$ cat config.mk
export PLATFORM = sky130hd
export DESIGN_NAME = vc_test_rand_delay_src
export DESIGN_NICKNAME = d
export VERILOG_FILES = /design/src/rtl/vc_test_rand_delay_src.sv
export SDC_FILE = /design/constraint.sdc
export NUM_CORES = 2
export LEC_CHECK = 0
export BUFFER_PORTS_ARGS = -buffer_cell sky130_fd_sc_hd__buf_2
export CELL_PAD_IN_SITES_DETAIL_PLACEMENT = 0
export CELL_PAD_IN_SITES_GLOBAL_PLACEMENT = 1
export CORE_ASPECT_RATIO = 0.8
export CORE_MARGIN = 4
export CORE_UTILIZATION = 56
export DETAILED_ROUTE_END_ITERATION = 12
export GPL_TIMING_DRIVEN = 0
export PLACE_DENSITY = 0.9
export REMOVE_ABC_BUFFERS = 1
export SLEW_MARGIN = 20
export SYNTH_ARGS = -nofsm -noshare
export SYNTH_HDL_FRONTEND = slang
export SYNTH_SLANG_ARGS = --single-unit
$ cat constraint.sdc
create_clock -name clk -period 215.7 [get_ports clk]
set_input_delay 32.355 -clock clk [delete_from_list [all_inputs] [get_ports clk]]
set_output_delay 32.355 -clock clk [all_outputs]
set_load 0.03 [all_outputs]
$ cat src/rtl/vc_test_rand_delay_src.sv
// Test source: replays a preloaded message table on val/rdy with seeded pseudo-random idle gaps.
// Latency: first val one cycle after reset release; each gap is 0..max_delay idle cycles.
// Backpressure: val/msg/idx hold while rdy is low; the LFSR steps only on an accepted message.
// Optional VC_TEST_RAND_DELAY_SRC_TRACE_EN compiles in simulation line tracing and a num_msgs check.
module vc_test_rand_delay_src #(
    parameter int unsigned p_msg_nbits = 1,
    parameter int unsigned p_num_msgs  = 1024,
    parameter logic [15:0] p_seed      = 16'hACE1,
    localparam int unsigned AW         = (p_num_msgs > 1) ? $clog2(p_num_msgs) : 1
) (
    input  logic                   clk,
    input  logic                   reset,
    input  logic [31:0]            max_delay,
    input  logic [31:0]            num_msgs,
    input  logic                   mem_wen,
    input  logic [AW-1:0]          mem_addr,
    input  logic [p_msg_nbits-1:0] mem_wdata,
    output logic                   val,
    input  logic                   rdy,
    output logic [p_msg_nbits-1:0] msg,
    output logic                   done
);

    // An all-zero Galois LFSR would lock up, so a zero seed is remapped.
    localparam logic [15:0] SEED = (p_seed == 16'h0000) ? 16'h0001 : p_seed;

    typedef enum logic [1:0] {
        DELAY = 2'd0,
        SEND  = 2'd1,
        DONE  = 2'd2
    } state_t;

    state_t           state, state_n;
    logic [AW:0]      idx, idx_n;
    logic [31:0]      dly_cnt, dly_n;
    logic [15:0]      lfsr, lfsr_n, lfsr_adv;
    logic [32:0]      gap;
    logic [p_msg_nbits-1:0] mem [p_num_msgs];

    // Galois right-shift form of x^16+x^14+x^13+x^11+1.
    function automatic logic [15:0] lfsr_step(input logic [15:0] s);
        return s[0] ? ((s >> 1) ^ 16'hB400) : (s >> 1);
    endfunction

    assign lfsr_adv = lfsr_step(lfsr);
    // 33-bit divisor keeps max_delay=0xFFFFFFFF from wrapping to a zero modulus.
    assign gap      = 33'(lfsr_adv) % (33'(max_delay) + 33'd1);

    assign val  = (state == SEND);
    assign done = (state == DONE);
    assign msg  = mem[idx[AW-1:0]];

    // Table write port; contents deliberately survive reset so a rerun replays the same data.
    always_ff @(posedge clk) begin
        if (mem_wen) begin
            mem[mem_addr] <= mem_wdata;
        end
    end

    // State and datapath registers with synchronous active-low reset.
    always_ff @(posedge clk) begin
        if (!reset) begin
            state   <= DELAY;
            idx     <= '0;
            dly_cnt <= '0;
            lfsr    <= SEED;
        end else begin
            state   <= state_n;
            idx     <= idx_n;
            dly_cnt <= dly_n;
            lfsr    <= lfsr_n;
        end
    end

    // Next-state: count down the gap, present a message until accepted, then pick the next gap.
    always_comb begin
        state_n = state;
        idx_n   = idx;
        dly_n   = dly_cnt;
        lfsr_n  = lfsr;
        case (state)
            DELAY: begin
                if (dly_cnt != 32'd0) begin
                    dly_n = dly_cnt - 32'd1;
                end else if (32'(idx) == num_msgs) begin
                    state_n = DONE;
                end else begin
                    state_n = SEND;
                end
            end
            SEND: begin
                if (rdy) begin
                    idx_n  = idx + 1'b1;
                    lfsr_n = lfsr_adv;
                    if (32'(idx) + 32'd1 == num_msgs) begin
                        state_n = DONE;
                    end else if (gap == 33'd0) begin
                        state_n = SEND;
                    end else begin
                        state_n = DELAY;
                        dly_n   = 32'(gap - 33'd1);
                    end
                end
            end
            DONE: begin
                state_n = DONE;
            end
            default: begin
                state_n = DELAY;
            end
        endcase
    end

`ifdef VC_TEST_RAND_DELAY_SRC_TRACE_EN
    logic reset_q;

    // Simulation-only line trace and table-depth sanity check at reset release.
    always @(posedge clk) begin
        reset_q <= reset;
        if (reset && !reset_q && (num_msgs > 32'(p_num_msgs))) begin
            $error("vc_test_rand_delay_src: num_msgs %0d exceeds table depth %0d", num_msgs, p_num_msgs);
        end
        if (reset) begin
            if (val && rdy) begin
                $write("%h", msg);
            end else if (val) begin
                $write("#");
            end else if (done) begin
                $write("  ");
            end else begin
                $write(".");
            end
        end
    end
`else
    // Trace disabled: no simulation-only code is compiled.
`endif

endmodule

After elaboration in Yosys (flattened, before gate mapping)
Memories as Yosys holds them, arrays and structs flattened. A register that Yosys moved wholly into a read port is not among the register bits.
Index checks and enable logic that the tools add are counted.

word-level totals
  flip-flop bits (word level) = 61
  RAM bits = 1024
  word-level logic and storage cells = 44
  memories = 1

memories
  memory  words  width  read ports  clocked after memory_dff  wr ports  line  source
  mem     1024   1      1           1                         1         38    logic [p_msg_nbits-1:0] mem [p_num_msgs];

cells by class
  add/sub/neg operators = 5
  div/mod/pow operators = 1
  equality and inequality tests = 9
  muxes and demuxes = 16
  bitwise logic cells = 1
  reduce and logical (&&, ||, !) cells = 7

operators by type and width
  kind                                                number
  2-to-1 mux 32 bit                                   4
  one-hot mux 32 bit (2 select lines)                 1
  subtractor 32 x 1 -> 32 bit, second input constant  2
  adder 32 x 1 -> 33 bit, second input constant       1
  zero test 33 bit                                    1
  modulo 16 x 33 -> 33 bit                            1
  == test 11 x 32 -> 1 bit                            1
  == test 12 x 32 -> 1 bit                            1
  nonzero test 32 bit                                 1
  2-to-1 mux 10 bit                                   2
  2-to-1 mux 16 bit                                   1
  adder 11 x 1 -> 12 bit, second input constant       1
  adder 11 x 1 -> 11 bit, second input constant       1
  2-to-1 mux 2 bit                                    4
  != test 2 bit, second input constant                4
  one-hot mux 2 bit (3 select lines)                  1
  AND reduction 5 bit                                 1
  inverter 3 -> 4 bit                                 1
  AND reduction 2 bit                                 2
  2-to-1 mux 1 bit                                    3
  == test 2 x 1 -> 1 bit, second input constant       1
  == test 2 bit, second input constant                1
  zero test 2 bit                                     1
  != test 2 x 1 -> 1 bit, second input constant       1
  nonzero test 2 bit                                  1

Depth between registers and ports, before layout
  word-level depth = 8
  depth in mapped cells = 382
  gate-level depth less buffers = 349

Worst setup path before layout
OpenSTA, ideal clock, no wires.

  path kind = input to register
  from = input max_delay[2]
  to = register dly_cnt[30]
  setup time = 0.139 ns
  arrival = 111.813 ns
  data required time = 215.561 ns
  setup slack = 103.749 ns
  stages = 333
  cell sequence = buf_2 nand4_4 or4_1 buf_2 xor2_1 nand4_1 nor4b_1 nand2_1 nor2_1 ha_1 o21a_1 nor2_1 o21ai_0 and2_1 ha_1 o21a_1 o21a_1 o21a_1 [297 not listed] a21oi_1 ha_1 o21a_1 o31a_1 o31ai_1 a31oi_1 a31oi_1 clkbuf_1 clkbuf_1 o211ai_1 o21ai_0 a31o_2 o41a_1 or4b_4 nor4_2 nor3b_2 xor2_1 a211oi_2

on the way
  word-level cells in the longest chain between the ends = 7

RTL lines
  element                              line  source
  start: declaration                   13    input logic [31:0] max_delay,
  adder 32 x 1 -> 33 bit *             47    assign gap = 33'(lfsr_adv) % (33'(max_delay) + 33'd1);
  modulo 16 x 33 -> 33 bit *           47
  subtractor 32 x 1 -> 32 bit          101   dly_n = 32'(gap - 33'd1);
  2-to-1 mux 32 bit                    97    end else if (gap == 33'd0) begin
  2-to-1 mux 32 bit                    95    if (32'(idx) + 32'd1 == num_msgs) begin
  2-to-1 mux 32 bit                    92    if (rdy) begin
  one-hot mux 32 bit (2 select lines)  81    case (state)
  end signal: assignment               70    dly_cnt <= dly_n;
  end: declaration                     35    logic [31:0] dly_cnt, dly_n;

Every way passes the cells marked *; elsewhere a longest branch is shown, timed or not. The select of a mux whose other input is x is not followed.
A chain may end at the register's enable or synchronous reset.

Worst setup path after layout
  from = input max_delay[0]
  to = register dly_cnt[18]

Same word-level chain as after synthesis.

==> flow_metrics.tcl <==
set metrics [dict create \
    synth_top_cell_by_area "edfxtp_1" \
    syn_avg_cell_area_um2 9.60 \
    synth_top_area_share_pct 36.2 \
    clkTransAtPathRegs_ns 0.06 \
    setup_ws_ns 68.81 \
    clock_sinks 1095 \
    leakage_nw 33.4 \
    max_cap_viol_count 0 \
    power_frac_comb_pct 25.1 \
    synth_most_common_cell "nor2_1" \
    cts_tree "done" \
    outcome "complete, no violations" \
    clock_path_buffers 3 \
    antenna_found_initial 19 \
    p_per_area_nw_per_um2 5.94 \
    synth_seq_area_share_pct 37.9 \
    ys.flop_type "edfxtp_1" \
    async_flop_share_pct 0 \
    critPathSlowestCell "nor2_1" \
    avgRoutedWirePerCell_um 29.4 \
    gr-total-overflow 0 \
    period_needed_ns 146.89 \
    critical_path.max_fanout 40 \
    setup_violations 0 \
    place_congestion 1.04 \
    ant_nets 0 \
    fmax_ghz 0.00681 \
    rows 127 \
    finalMaxSlewViolations 0 \
    htree_levels 3 \
    layout-drive-gt1-share_pct 12.5 \
    cts_made_buffers 100 \
    slew_headroom_pct 8.54 \
    synth_common_cells "nor2_1, edfxtp_1, nand2_1" \
    cpMostUsedCell "ha_1" \
    die-area_um2 158000 \
    hold_start "lfsr[13]$_SDFFE_PN1P_" \
    netlist_area_um2 84900 \
    r2r_slack_ns 102.73 \
    synth_cells 8839 \
    crit_path_end_kind "flip-flop" \
    drt_drc_violations_left 0 \
    startpoint_type "input port" \
    grt_max_degree 170 \
    hold_path.class "reg2reg" \
    required_ns 216.25 \
    holdBufCountCts 0 \
    nets 9348 \
    netSwitchingFraction_pct 30.1 \
    worstReg2RegStart "lfsr[1]$_SDFFE_PN0P_" \
    first_pass_iters 6 \
    core-area_um2 150000 \
    pwr-share-seq_pct 43.0 \
    grt_setup_unrepaired "no" \
    finalClockSkew_ns 0.0294 \
    holdPathEnd "lfsr[13]$_SDFFE_PN1P_" \
    yosysUniqueCellTypes 128 \
    vias 75800 \
    portBuffers 81 \
    hold_viol_final 0 \
    syn_to_final_growth_pct 9.13 \
    finalCritPeriodShare_pct 68.1 \
    cts_resized 0 \
    cts-root-buf "clkbuf_16" \
    p_int_mw 0.385 \
    finalWirelength_mm 317 \
    grt_pass1_vias 71400 \
    clock_latency_ns 0.68 \
    fin_tns_setup_ns 0 \
    die_w_um 443 \
    ios 82 \
    die_y_um 356 \
    rr_worst_depth 323 \
    post-cts-setup-buffer-count 0 \
    clkPwrFrac_pct 31.9 \
    first_iter_violations 11400 \
    min_path_cells 2 \
    grt_usage_pct 38.9 \
    worstMarginPinSlew_ns 1.37 \
    grt_pass1_wl_mm 464 \
    p_sw_mw 0.166 \
    arrival_ns 147.44 \
    crit_type "in2reg" \
    floorplan.initialDensity_pct 56.5 \
    synth.area.top_cells "edfxtp_1, mux4_2, ha_1" \
    hpwl_mm 225 \
    synth-seq-cells 1095 \
    ys_warn_count 0 \
    crit_path_max_incr_delay_ns 1.17 \
    reg2reg_to "dly_cnt[18]$_SDFFE_PN0P_" \
    peakVddDrop_v 0.00000867 \
    dp_slack_ns 73.09 \
    synth_edf_count 1024 \
    viasPerCell 7.02 \
]
layout make-up:
type / instances / area [um^2]
inverters: 191 / 717
clock buffers: 123 / 2620
repair buffers: 225 / 2890
multi-input cells: 7088 / 51100
fillers: 12000 / 57700
well taps: 1999 / 2500
diodes: 17 / 42.5
flip-flops and latches: 1095 / 32200
clock inverters: 63 / 584
state kept, by name, summed over array words and instances, names as in the netlist, named ones only:
| signal | flops |
|---|---|
| idx | 11 |
| lfsr | 16 |
| mem | 1024 |
| dly_cnt | 32 |
| state | 2 |
per-stage QoR:
stage	hold slack (ns)	instance area (um^2)	total power, mW	cells	utilization (%)
floorplan	0.469	83000	0.340	8374	-
detailed placement	0.505	89300	0.374	10600	59.4
global placement	0.486	85900	0.376	10500	57.2
finish	0.513	92600	0.551	10800	61.6
CTS	0.516	92500	0.547	10800	61.5
global route	0.541	92600	0.570	10800	61.6
how the worst max path moves through the flow:
stage / depth (start not counted) / end / slack, ns / start
after detailed placement: 323 / dly_cnt[18]$_SDFFE_PN0P_ / 73.09 / max_delay[0]
after global placement: 302 / dly_cnt[18]$_SDFFE_PN0P_ / 42.10 / max_delay[0]
after floorplan: 305 / dly_cnt[18]$_SDFFE_PN0P_ / 97.31 / max_delay[5]
after global routing: 328 / dly_cnt[18]$_SDFFE_PN0P_ / 66.20 / max_delay[0]
after CTS: 323 / dly_cnt[18]$_SDFFE_PN0P_ / 73.40 / max_delay[0]
final: 328 / dly_cnt[18]$_SDFFE_PN0P_ / 68.81 / max_delay[0]
cells by family after synthesis:
| kind of cell | after synthesis | synth area share (%) |
|---|---|---|
| other | 1 | 0.00442 |
| XOR/XNOR | 460 | 4.75 |
| buffers and inverters | 671 | 3.14 |
| AO/OA/AOI/OAI | 2009 | 16.1 |
| flip-flops | 1095 | 37.9 |
| AND/OR/NAND/NOR | 3585 | 19.3 |
| adder cells (fa/ha/maj) | 568 | 8.38 |
| multiplexers | 450 | 10.4 |
cells in the final DEF (no fill, tap or decap), types with 58 or more instances in the layout:
cell type / synthesis / final
a211oi_1: 75 / 71
xnor2_1: 265 / 255
buf_2: 39 / 84
mux4_2: 341 / 341
clkbuf_16: 0 / 101
edfxtp_1: 1024 / 1024
o21ai_0: 352 / 347
dfxtp_1: 71 / 65
nor3_1: 227 / 224
o211ai_1: 77 / 77
xor2_1: 195 / 187
inv_1: 191 / 185
nor2_1: 1707 / 1698
o21a_1: 158 / 158
or3_1: 83 / 83
a21oi_1: 485 / 483
and3_1: 58 / 58
a21o_1: 154 / 154
nand2_1: 707 / 689
ha_1: 567 / 567
nor4_1: 86 / 80
nand3_1: 225 / 200
o21bai_1: 66 / 66
a31oi_1: 102 / 96
nand4_1: 105 / 105
critical path, delay by kind of cell:
kind	cells	cell delay, ns
buffers and inverters	29	5.81
adder cells (fa/ha/maj)	33	11.37
AND/OR/NAND/NOR	102	34.81
multiplexers	11	4.45
AO/OA/AOI/OAI	153	57.94
routing by layer:
| layer | wire [um] | global-route usage, % |
|---|---|---|
| met5 | 13 | 0 |
| met4 | 17900 | 18.1 |
| met3 | 44200 | 11.2 |
| met2 | 135000 | 57.8 |
| met1 | 120000 | 53.0 |
power by group through the flow:
stage	sequential (mW)	combinational (mW)	clock, mW
global placement	0.248	0.128	0
floorplan	0.243	0.0968	0
CTS	0.237	0.134	0.176
detailed placement	0.241	0.133	0
global route	0.237	0.149	0.185
finish	0.237	0.138	0.176
Power figures use the tool's default switching activity.
